--- config.mk ---
export PLATFORM = sky130hd
export DESIGN_NAME = boundary_tracer
export DESIGN_NICKNAME = d
export VERILOG_FILES = /design/src/rtl/boundary_tracer_pkg.sv /design/src/rtl/boundary_tracer_sel.sv /design/src/rtl/boundary_tracer.sv
export SDC_FILE = /design/constraint.sdc
export NUM_CORES = 1
export LEC_CHECK = 0
export BUFFER_PORTS_ARGS = -buffer_cell sky130_fd_sc_hd__buf_2
export CORE_ASPECT_RATIO = 1.1
export CORE_MARGIN = 8
export CORE_UTILIZATION = 39
export CTS_BUF_LIST = sky130_fd_sc_hd__clkbuf_16
export DETAILED_ROUTE_END_ITERATION = 10
export SKIP_LAST_GASP = 1
export SLEW_MARGIN = 20
export SYNTH_ARGS = -nofsm -noshare
export SYNTH_HDL_FRONTEND = slang
export SYNTH_HIERARCHICAL = 1
export SYNTH_SLANG_ARGS = --single-unit
export TNS_END_PERCENT = 10
--- constraint.sdc ---
create_clock -name Clk -period 7.28 [get_ports Clk]
set_clock_uncertainty 0.1 [all_clocks]
set_input_delay 0.728 -clock Clk [delete_from_list [all_inputs] [get_ports Clk]]
set_output_delay 0.728 -clock Clk [all_outputs]
set_load 0.02 [all_outputs]
--- src/rtl/boundary_tracer_pkg.sv ---
// boundary_tracer_pkg
// Shared definitions for the boundary tracer: controller state encoding,
// Freeman direction constants, per-direction unit steps and the rule that
// picks where the counter-clockwise neighbour search begins.
// No ports (package).
package boundary_tracer_pkg;

  typedef enum logic [2:0] {
    ST_IDLE,
    ST_SCAN,
    ST_LOAD,
    ST_SEARCH,
    ST_EMIT,
    ST_DONE
  } state_e;

  // Freeman codes; N points towards smaller row numbers.
  localparam logic [2:0] DIR_E  = 3'd0;
  localparam logic [2:0] DIR_NE = 3'd1;
  localparam logic [2:0] DIR_N  = 3'd2;
  localparam logic [2:0] DIR_NW = 3'd3;
  localparam logic [2:0] DIR_W  = 3'd4;
  localparam logic [2:0] DIR_SW = 3'd5;
  localparam logic [2:0] DIR_S  = 3'd6;
  localparam logic [2:0] DIR_SE = 3'd7;

  function automatic int dir_dx(input logic [2:0] d);
    case (d)
      DIR_E, DIR_NE, DIR_SE: return 1;
      DIR_NW, DIR_W, DIR_SW: return -1;
      DIR_N, DIR_S:          return 0;
      default:               return 0;
    endcase
  endfunction

  function automatic int dir_dy(input logic [2:0] d);
    case (d)
      DIR_NE, DIR_N, DIR_NW: return -1;
      DIR_SW, DIR_S, DIR_SE: return 1;
      DIR_E, DIR_W:          return 0;
      default:               return 0;
    endcase
  endfunction

  // Backing off from the arrival direction guarantees the search starts on
  // a background pixel, so the first foreground hit lies on the outer boundary.
  function automatic logic [2:0] first_dir(input logic [2:0] d_prev);
    return d_prev[0] ? (d_prev + 3'd6) : (d_prev + 3'd7);
  endfunction

endpackage

--- src/rtl/boundary_tracer_sel.sv ---
// moore_neighbour_sel
// Combinational Moore-neighbour selector: walks the 8 neighbours
// counter-clockwise starting at 'first' and reports the first foreground one.
// Ports:
//   nbr   in  8  neighbour pixels, bit k = pixel in Freeman direction k
//   first in  3  direction where the walk starts
//   found out 1  some neighbour is foreground
//   d     out 3  direction of the first foreground neighbour
module moore_neighbour_sel
  import boundary_tracer_pkg::*;
(
  input  logic [7:0] nbr,
  input  logic [2:0] first,
  output logic       found,
  output logic [2:0] d
);

  always_comb begin
    logic [2:0] dir;
    dir   = first;
    found = 1'b0;
    d     = first;
    for (int k = 0; k < 8; k++) begin
      dir = first + 3'(k);
      if (!found && nbr[dir]) begin
        found = 1'b1;
        d     = dir;
      end
    end
  end

endmodule

--- src/rtl/boundary_tracer.sv ---
// boundary_tracer
// Scans a binary image row by row for the first foreground pixel, then
// follows the outer boundary of that object with Moore-neighbour tracing,
// streaming Freeman codes and reporting perimeter counts and twice the area.
// Ports:
//   Clk, reset_n           clock, asynchronous active-low reset
//   start                  begin a trace (honoured in IDLE/DONE only)
//   mem_rd, mem_addr       row read strobe / row address
//   mem_data               row data, one cycle after mem_rd; column c at [IMG_W-1-c]
//   code_valid/code_ready  chain-code handshake, code = Freeman direction
//   start_x, start_y       first foreground pixel in raster order
//   perim_even, perim_odd  number of straight / diagonal codes
//   area2                  |2 x polygon area| over pixel centres
//   busy, done, error      status
module boundary_tracer
  import boundary_tracer_pkg::*;
#(
  parameter int IMG_W   = 64,
  parameter int IMG_H   = 64,
  parameter int COORD_W = $clog2((IMG_W > IMG_H) ? IMG_W : IMG_H),
  parameter int PERIM_W = 16,
  parameter int AREA_W  = 2 * COORD_W + 2
)(
  input  logic                     Clk,
  input  logic                     reset_n,
  input  logic                     start,
  output logic                     mem_rd,
  output logic [$clog2(IMG_H)-1:0] mem_addr,
  input  logic [IMG_W-1:0]         mem_data,
  output logic                     code_valid,
  input  logic                     code_ready,
  output logic [2:0]               code,
  output logic [COORD_W-1:0]       start_x,
  output logic [COORD_W-1:0]       start_y,
  output logic [PERIM_W-1:0]       perim_even,
  output logic [PERIM_W-1:0]       perim_odd,
  output logic [AREA_W-1:0]        area2,
  output logic                     busy,
  output logic                     done,
  output logic                     error
);

  localparam int ADDR_W = $clog2(IMG_H);
  // Headroom for partial shoelace sums, which can exceed the final area.
  localparam int ACC_W  = AREA_W + 2;

  state_e                    state_q, state_d;
  logic [ADDR_W-1:0]         scan_row_q, scan_row_d;
  logic                      scan_last_q, scan_last_d;
  logic                      rd_vld_q, rd_vld_d;
  logic [ADDR_W-1:0]         rd_row_q, rd_row_d;
  logic [1:0]                ld_q, ld_d;
  logic [7:0]                nbr_q, nbr_d;
  logic [COORD_W-1:0]        cur_x_q, cur_x_d, cur_y_q, cur_y_d;
  logic [COORD_W-1:0]        start_x_q, start_x_d, start_y_q, start_y_d;
  logic [2:0]                d_prev_q, d_prev_d;
  logic [2:0]                code_q, code_d;
  logic [2:0]                first_code_q, first_code_d;
  logic                      emitted_q, emitted_d;
  logic [PERIM_W-1:0]        perim_even_q, perim_even_d, perim_odd_q, perim_odd_d;
  logic signed [ACC_W-1:0]   acc_q, acc_d;
  logic [AREA_W-1:0]         area2_q, area2_d;
  logic                      done_q, done_d, error_q, error_d;

  logic                      hit_found;
  logic [COORD_W-1:0]        hit_col;
  logic [2:0]                search_first;
  logic                      sel_found;
  logic [2:0]                sel_d;

  // Pixel fetch with everything left or right of the image reading as zero.
  function automatic logic pix(input logic [IMG_W-1:0] row, input int col);
    logic [IMG_W-1:0] sh;
    sh = '0;
    if (col >= 0 && col < IMG_W) sh = row >> (IMG_W - 1 - col);
    return sh[0];
  endfunction

  // Leftmost set pixel of the row currently on mem_data.
  always_comb begin
    hit_found = 1'b0;
    hit_col   = '0;
    for (int c = 0; c < IMG_W; c++) begin
      if (!hit_found && mem_data[IMG_W-1-c]) begin
        hit_found = 1'b1;
        hit_col   = COORD_W'(c);
      end
    end
  end

  assign search_first = first_dir(d_prev_q);

  moore_neighbour_sel u_sel (
    .nbr   (nbr_q),
    .first (search_first),
    .found (sel_found),
    .d     (sel_d)
  );

  // Controller: scan for the start pixel, then loop LOAD -> SEARCH -> EMIT
  // once per chain code. Every register holds unless a state updates it.
  always_comb begin
    int         ry, cx, dx, dy;
    logic [2:0] cap;

    state_d      = state_q;
    scan_row_d   = scan_row_q;
    scan_last_d  = scan_last_q;
    rd_vld_d     = 1'b0;
    rd_row_d     = rd_row_q;
    ld_d         = ld_q;
    nbr_d        = nbr_q;
    cur_x_d      = cur_x_q;
    cur_y_d      = cur_y_q;
    start_x_d    = start_x_q;
    start_y_d    = start_y_q;
    d_prev_d     = d_prev_q;
    code_d       = code_q;
    first_code_d = first_code_q;
    emitted_d    = emitted_q;
    perim_even_d = perim_even_q;
    perim_odd_d  = perim_odd_q;
    acc_d        = acc_q;
    area2_d      = area2_q;
    done_d       = done_q;
    error_d      = error_q;
    mem_rd       = 1'b0;
    mem_addr     = '0;
    ry           = 0;
    cx           = int'(cur_x_q);
    dx           = 0;
    dy           = 0;
    cap          = '0;

    case (state_q)
      ST_IDLE, ST_DONE: begin
        if (start) begin
          state_d      = ST_SCAN;
          scan_row_d   = '0;
          scan_last_d  = 1'b0;
          emitted_d    = 1'b0;
          perim_even_d = '0;
          perim_odd_d  = '0;
          acc_d        = '0;
          area2_d      = '0;
          done_d       = 1'b0;
          error_d      = 1'b0;
        end
      end

      ST_SCAN: begin
        // Issue one row per cycle while checking the row issued last cycle.
        if (!scan_last_q) begin
          mem_rd      = 1'b1;
          mem_addr    = scan_row_q;
          rd_vld_d    = 1'b1;
          rd_row_d    = scan_row_q;
          scan_row_d  = scan_row_q + 1'b1;
          scan_last_d = (scan_row_q == ADDR_W'(IMG_H - 1));
        end
        if (rd_vld_q && hit_found) begin
          start_x_d = hit_col;
          start_y_d = COORD_W'(rd_row_q);
          cur_x_d   = hit_col;
          cur_y_d   = COORD_W'(rd_row_q);
          d_prev_d  = DIR_SE;
          ld_d      = 2'd0;
          state_d   = ST_LOAD;
        end else if (rd_vld_q && rd_row_q == ADDR_W'(IMG_H - 1)) begin
          error_d = 1'b1;
          done_d  = 1'b1;
          state_d = ST_DONE;
        end
      end

      ST_LOAD: begin
        // Phases 0..2 request rows y-1, y, y+1; phases 1..3 capture the
        // three columns around cur_x of the row requested one phase earlier.
        if (ld_q != 2'd3) begin
          ry = int'(cur_y_q) - 1 + int'(ld_q);
          if (ry >= 0 && ry < IMG_H) begin
            mem_rd   = 1'b1;
            mem_addr = ADDR_W'(ry);
            rd_vld_d = 1'b1;
          end
        end
        if (ld_q != 2'd0) begin
          cap = {pix(mem_data, cx + 1), pix(mem_data, cx), pix(mem_data, cx - 1)}
                & {3{rd_vld_q}};
          case (ld_q)
            2'd1:    begin nbr_d[DIR_NW] = cap[0]; nbr_d[DIR_N] = cap[1]; nbr_d[DIR_NE] = cap[2]; end
            2'd2:    begin nbr_d[DIR_W]  = cap[0]; nbr_d[DIR_E] = cap[2]; end
            default: begin nbr_d[DIR_SW] = cap[0]; nbr_d[DIR_S] = cap[1]; nbr_d[DIR_SE] = cap[2]; end
          endcase
        end
        if (ld_q == 2'd3) state_d = ST_SEARCH;
        ld_d = ld_q + 2'd1;
      end

      ST_SEARCH: begin
        // Back at the start and about to repeat the first move: loop closed.
        if (!sel_found ||
            (emitted_q && cur_x_q == start_x_q && cur_y_q == start_y_q &&
             sel_d == first_code_q)) begin
          area2_d = AREA_W'(acc_q[ACC_W-1] ? -acc_q : acc_q);
          done_d  = 1'b1;
          state_d = ST_DONE;
        end else if (sel_d[0] ? (&perim_odd_q) : (&perim_even_q)) begin
          area2_d = AREA_W'(acc_q[ACC_W-1] ? -acc_q : acc_q);
          error_d = 1'b1;
          done_d  = 1'b1;
          state_d = ST_DONE;
        end else begin
          code_d  = sel_d;
          state_d = ST_EMIT;
        end
      end

      ST_EMIT: begin
        if (code_ready) begin
          dx = dir_dx(code_q);
          dy = dir_dy(code_q);
          if (code_q[0]) perim_odd_d  = perim_odd_q + 1'b1;
          else           perim_even_d = perim_even_q + 1'b1;
          acc_d    = acc_q + ACC_W'(int'(cur_x_q) * dy - int'(cur_y_q) * dx);
          cur_x_d  = COORD_W'(int'(cur_x_q) + dx);
          cur_y_d  = COORD_W'(int'(cur_y_q) + dy);
          d_prev_d = code_q;
          if (!emitted_q) begin
            first_code_d = code_q;
            emitted_d    = 1'b1;
          end
          ld_d    = 2'd0;
          state_d = ST_LOAD;
        end
      end

      default: state_d = ST_IDLE;
    endcase
  end

  // State and datapath registers; reset discards any trace in progress.
  always_ff @(posedge Clk or negedge reset_n) begin
    if (!reset_n) begin
      state_q      <= ST_IDLE;
      scan_row_q   <= '0;
      scan_last_q  <= 1'b0;
      rd_vld_q     <= 1'b0;
      rd_row_q     <= '0;
      ld_q         <= '0;
      nbr_q        <= '0;
      cur_x_q      <= '0;
      cur_y_q      <= '0;
      start_x_q    <= '0;
      start_y_q    <= '0;
      d_prev_q     <= '0;
      code_q       <= '0;
      first_code_q <= '0;
      emitted_q    <= 1'b0;
      perim_even_q <= '0;
      perim_odd_q  <= '0;
      acc_q        <= '0;
      area2_q      <= '0;
      done_q       <= 1'b0;
      error_q      <= 1'b0;
    end else begin
      state_q      <= state_d;
      scan_row_q   <= scan_row_d;
      scan_last_q  <= scan_last_d;
      rd_vld_q     <= rd_vld_d;
      rd_row_q     <= rd_row_d;
      ld_q         <= ld_d;
      nbr_q        <= nbr_d;
      cur_x_q      <= cur_x_d;
      cur_y_q      <= cur_y_d;
      start_x_q    <= start_x_d;
      start_y_q    <= start_y_d;
      d_prev_q     <= d_prev_d;
      code_q       <= code_d;
      first_code_q <= first_code_d;
      emitted_q    <= emitted_d;
      perim_even_q <= perim_even_d;
      perim_odd_q  <= perim_odd_d;
      acc_q        <= acc_d;
      area2_q      <= area2_d;
      done_q       <= done_d;
      error_q      <= error_d;
    end
  end

  assign code_valid = (state_q == ST_EMIT);
  assign code       = code_q;
  assign busy       = (state_q == ST_SCAN) || (state_q == ST_LOAD) ||
                      (state_q == ST_SEARCH) || (state_q == ST_EMIT);
  assign done       = done_q;
  assign error      = error_q;
  assign start_x    = start_x_q;
  assign start_y    = start_y_q;
  assign perim_even = perim_even_q;
  assign perim_odd  = perim_odd_q;
  assign area2      = area2_q;

endmodule
======== Yosys cells after proc, flatten, opt, wreduce, memory -nomap -nowiden ========
Memory sizes are Yosys's and may differ from the RTL's.
Index checks and enable logic that the tools add are counted.
operators by class
  reductions and logical operators ........ 183
  multiply operators ...................... 2
  eq/ne operators ......................... 27
  shift-type cells ........................ 3
  add/subtract/negate cells ............... 25
  $lt $le $gt $ge ......................... 14
  bitwise operators ....................... 6
  multiplexer cells ....................... 229
operators by type and width
  cell                                                                                 number
  6-bit 2-to-1 mux                                                                     71
  64-bit by 32-bit right shift with 1-bit output                                       3
  32-bit 2-to-1 mux                                                                    4
  1-bit 2-to-1 mux                                                                     103
  16-bit 2-to-1 mux                                                                    6
  16-bit case mux with 2 select lines                                                  3
  1-bit logical AND                                                                    78
  1-bit zero test                                                                      71
  7-bit by 32-bit multiplier with 16-bit output                                        2
  14-bit 2-to-1 mux                                                                    4
  6-bit case mux with 2 select lines                                                   4
  3-bit 2-to-1 mux                                                                     15
  16-bit by 1-bit adder with 16-bit output, second input constant                      2
  3-bit by 4-bit < comparator with 1-bit output, second input constant                 8
  16-bit AND reduction                                                                 2
  3-bit AND reduction                                                                  10
  14-bit case mux with 2 select lines                                                  1
  1-bit binary-select mux with 3-bit select                                            8
  2-bit inequality test, second input constant                                         10
  3-bit adder, second input constant                                                   6
  16-bit adder                                                                         1
  16-bit subtractor                                                                    1
  3-bit case mux with 5 select lines                                                   1
  7-bit by 1-bit greater-or-equal comparator with 1-bit output, second input constant  2
  other kinds (42)                                                                     73
storage, ports and cells
  memories kept ........................... 2
  logic and storage cells ................. 514
  input bits .............................. 68
  bits in read-only memories .............. 512
  output and inout port bits .............. 72
  register bits ........................... 125
memory list
  memory            depth  bits a word  rd ports  clocked after memory_dff  write ports  line                       text
  (name not given)  8      32           1         0                         0            boundary_tracer_pkg.sv:28  case (d)
  (name not given)  8      32           1         0                         0            boundary_tracer_pkg.sv:37  case (d)

======== Logic depth before layout (Yosys ltp) ========
  depth in word-level cells ............... 193
  depth in mapped cells ................... 25
  gate-level depth less buffers ........... 24

======== Hierarchy ========
The synthesis kept the hierarchy.
modules (own cells, without submodules)
  module               instances  area each (sq um)  cells an instance
  boundary_tracer      1          11815.1            1241
  moore_neighbour_sel  1          834.6              91

======== Worst setup path before layout ========
OpenSTA, ideal clock, no wires.
  path type ............................... reg-to-reg
  from .................................... register code_q[0] (netlist: code[0])
  to ...................................... register acc_q[11]
  cell stages (with the launch flop) ...... 20
  library setup time ...................... 0.134 ns
  required time ........................... 7.046 ns
  path slack .............................. 0.833 ns
  arrival ................................. 6.213 ns
  cell sequence ........................... dfrtp_1 > clkbuf_1 > nand2_1 > mux2i_1 > nand2_1 > ha_1 > fa_1 > fa_1 > inv_1 > fa_1 > fa_1 > inv_1 > fa_1 > ha_1 > or3_1 > o21ai_0 > o21bai_1 > a21oi_1 > xor2_1 > o21ai_0
on the way
  cells in the longest elaborated chain, start to end .. 8
  elaborated cells between the ends (all ways) .. 12
  those cells by class .................... add/sub (2); mul (2); mux (6); memory (2)
RTL lines
  element                                           line                    text
  start, declared                                   boundary_tracer.sv:57   logic [2:0] code_q, code_d;
  start signal, assigned                            boundary_tracer.sv:279  code_q <= code_d;
  memory read 8 x 32 bit, on equally long branches  -
  32-bit 2-to-1 mux                                 boundary_tracer.sv:220  if (code_ready) begin
  32-bit 2-to-1 mux                                 boundary_tracer.sv:135  case (state_q)
  7-bit by 32-bit multiplier with 16-bit output     boundary_tracer.sv:225  acc_d = acc_q + ACC_W'(int'(cur_x_q) * dy - int'(cur_y_q) * dx);
  16-bit subtractor *                               boundary_tracer.sv:225
  16-bit adder *                                    boundary_tracer.sv:225
  16-bit 2-to-1 mux *                               boundary_tracer.sv:220
  16-bit case mux with 2 select lines *             boundary_tracer.sv:135
  end signal, assigned                              boundary_tracer.sv:262  acc_q <= '0;
  end signal, assigned                              boundary_tracer.sv:284  acc_q <= acc_d;
  end, declared                                     boundary_tracer.sv:61   logic signed [ACC_W-1:0] acc_q, acc_d;
Every way passes the cells marked *; elsewhere a longest branch is shown, timed or not. The select of a mux whose other input is x is not followed.
A chain may end at the register's enable or synchronous reset.

======== Worst setup path after layout ========
  from .................................... register code_q[1] (netlist: code[1])
  to ...................................... register acc_q[15]
The elaborated chain is that of the path after synthesis.

==> impl_metrics.tcl <==
set metrics [dict create \
    setup_violations 0 \
    gr-total-overflow 0 \
    cts_tree "yes" \
    layout_common_cells "141 x inv_1, 138 x nand2_1, 138 x buf_2, 130 x nor2_1, 123 x dfrtp_1" \
    ys_types 93 \
    finalMaxSlewViolations 0 \
    required_ns 7.45 \
    synth_top_area_frac 0.2453 \
    arrival_ns 6.88 \
    n_antenna_cell 0 \
    status "completed" \
    htree_levels 4 \
    grt_pass1_wl_mm 57.44 \
    cts_inserted_buffers 17 \
    viasPerCell 5.575 \
    die_y_um 204.9 \
    start_util 0.3939 \
    rsz0062_at_grt "no" \
    antenna_found_initial 0 \
    synthesis.area_um2 12650 \
    drt_iter0_markers 572 \
    layout_min_cycle_time_ns 6.707 \
    core_area_um2 32120 \
    ys.flop_type "dfrtp_1" \
    die_w_um 187.7 \
    hold_path_class "input pin to async pin" \
    ys_seq_elements 124 \
    synth.largest_area_cell "dfrtp_1" \
    cts-root-buf "clkbuf_16" \
    place_congestion 0.9274 \
    grt_pass1_vias 10990 \
    r2r_slack_ns 0.57 \
    worstSkewPairLatency_ns 0.43 \
    clkTransAtPathRegs_ns 0.06 \
    drc_errors 0 \
    antenna_left 0 \
    cts_resized 0 \
    post_cts_buffers 0 \
    cts.sinks 124 \
    routed_wl_mm 35.11 \
    finalCritPeriodShare 0.9212 \
    cp-end-kind "register" \
    dr.pass1.iters 5 \
    relSlewSlack 0.2930 \
    finalHoldViolCount 0 \
    synth.area.top_cells "dfrtp_1 25%, mux4_2 12%, fa_1 11%" \
    yosysWarnings 6 \
    area_growth_syn_to_layout_pct 12.85 \
    synth_edf_count 0 \
    vias 10550 \
    drive_gt1_frac 0.2087 \
    critPathLaunchType "register" \
    critPathLaunch "code[1]" \
    fmax_mhz 149.1 \
    dp_hpwl_mm 28.12 \
    tightestPinTransition_ns 1.053 \
    worstRegToRegCells 23 \
    layout.nets 1656 \
    r2r_start "code[1]" \
    tns_ns 0 \
    crit_end "acc_q[15]" \
    async_reset_ff_frac 1.000 \
    rows 69 \
    grt_max_degree 55 \
    critical_path.max_fanout 8 \
    grt_util_all_layers 0.1829 \
    cts_buffer_depth 2 \
    avgSynthCellArea_um2 9.497 \
    critPathKind "register to register" \
    dieArea_um2 38460 \
    placement.io_buffers 139 \
    num_io_pins 140 \
    max_cap_violations 0 \
    cts_hold_buf 0 \
    final_common_cell "inv_1" \
    yosysSeqAreaShare 0.2453 \
    r2r_end "acc_q[15]" \
    synthCells 1332 \
    wl_per_cell_um 18.56 \
]
## cell families (layout without fill, tap and decap cells)
group / Yosys count / after routing / share of synthesized area
compound gates: 231 / 231 / 0.1224
xor+xnor: 97 / 97 / 0.06716
fa+ha+maj: 135 / 135 / 0.1733
buf+inv: 194 / 326 / 0.06301
flops: 124 / 124 / 0.2453
mux: 109 / 109 / 0.1595
other cells: 1 / 3 / 0.0002965
simple gates: 441 / 441 / 0.1690
## worst min-delay path by stage
stage                   start             to  cells past startpoint
floorplan             reset_n       acc_q[0]                      0
global placement    area2[12]      area2[12]                      2
detailed placement  area2[12]      area2[12]                      2
CTS                   reset_n  perim_odd[15]                      1
global route          reset_n  perim_odd[12]                      1
finish                reset_n  perim_odd[12]                      1
## synthesized netlist by cell type (all sizes together) (9+ instances only)
master  number
ha          68
nand2b      10
and2        11
nand4       17
mux4        70
xor2        50
nand2      139
mux2        23
nor2b        9
o31ai       22
nor4        15
mux2i       16
dfrtp      124
and3         9
xnor2       47
inv        141
a21oi       50
or3         15
a31oi       13
nand3       24
nor3        30
buf         21
nor2       131
clkbuf      32
fa          67
o21ai       63
## layer usage
metal	GRT usage	part of all wire	wire length (um)	up-vias
met1	0.2290	0.43	15190	5196
met5	0	0	0	-
met4	0.06503	0.028	970	0
li1	-	-	-	4965
met2	0.3163	0.49	17230	330
met3	0.02928	0.049	1719	57
## critical path, stage by stage, from the launching register on
cell and delay (ns):
dfrtp_1 0.48, nor2_1 0.07, buf_4 0.16, nor2_1 0.39, inv_1 0.23, nor2_1 0.30, fa_1 0.54, inv_1 0.14
fa_1 0.46, inv_1 0.10, fa_1 0.41, inv_1 0.08, fa_1 0.45, buf_4 0.21, fa_1 0.53, inv_1 0.06
fa_1 0.48, ha_1 0.36, and3_1 0.18, a21oi_1 0.24, nand3_1 0.13, a31oi_1 0.22, xnor2_1 0.14, o21ai_0 0.09
## registers in the layout, summed over array words and instances, names as in the netlist, 2 cells and up
| signal | cells |
|---|---|
| acc_q | 16 |
| perim_even | 16 |
| perim_odd | 16 |
| area2 | 14 |
| nbr_q | 8 |
| cur_x_q | 6 |
| cur_y_q | 6 |
| rd_row_q | 6 |
| scan_row_q | 6 |
| start_x | 6 |
| start_y | 6 |
| code | 3 |
| first_code_q | 3 |
| state_q | 3 |
| d_prev_q | 2 |
| ld_q | 2 |
## stage by stage
step	util	instance area, um^2	hold WS (ns)	setup WS [ns]	cells
CTS	0.4445	14270	0.2101	0.5553	1892
global placement	0.4276	13730	0.3587	0.7948	1860
finish	0.4445	14270	0.1957	0.5735	1892
detailed placement	0.4276	13730	0.3672	0.5968	1860
global route	0.4445	14270	0.2305	0.1189	1892
floorplan	-	12660	0.3324	0.8328	1334
## area by class of cell
| cell class | count | area (um^2) |
|---|---|---|
| Fill cell | 3125 | 17840 |
| Multi-Input combinational cell | 1016 | 8763 |
| Sequential cell | 124 | 3104 |
| Timing Repair Buffer | 153 | 803.3 |
| Tap cell | 426 | 533.0 |
| Inverter | 141 | 529.3 |
| Clock buffer | 17 | 425.4 |
| Clock inverter | 15 | 116.4 |
Power is left out: the tool's default activity adds up to more than one toggle a clock period on the data nets, which glitch-free logic cannot reach.
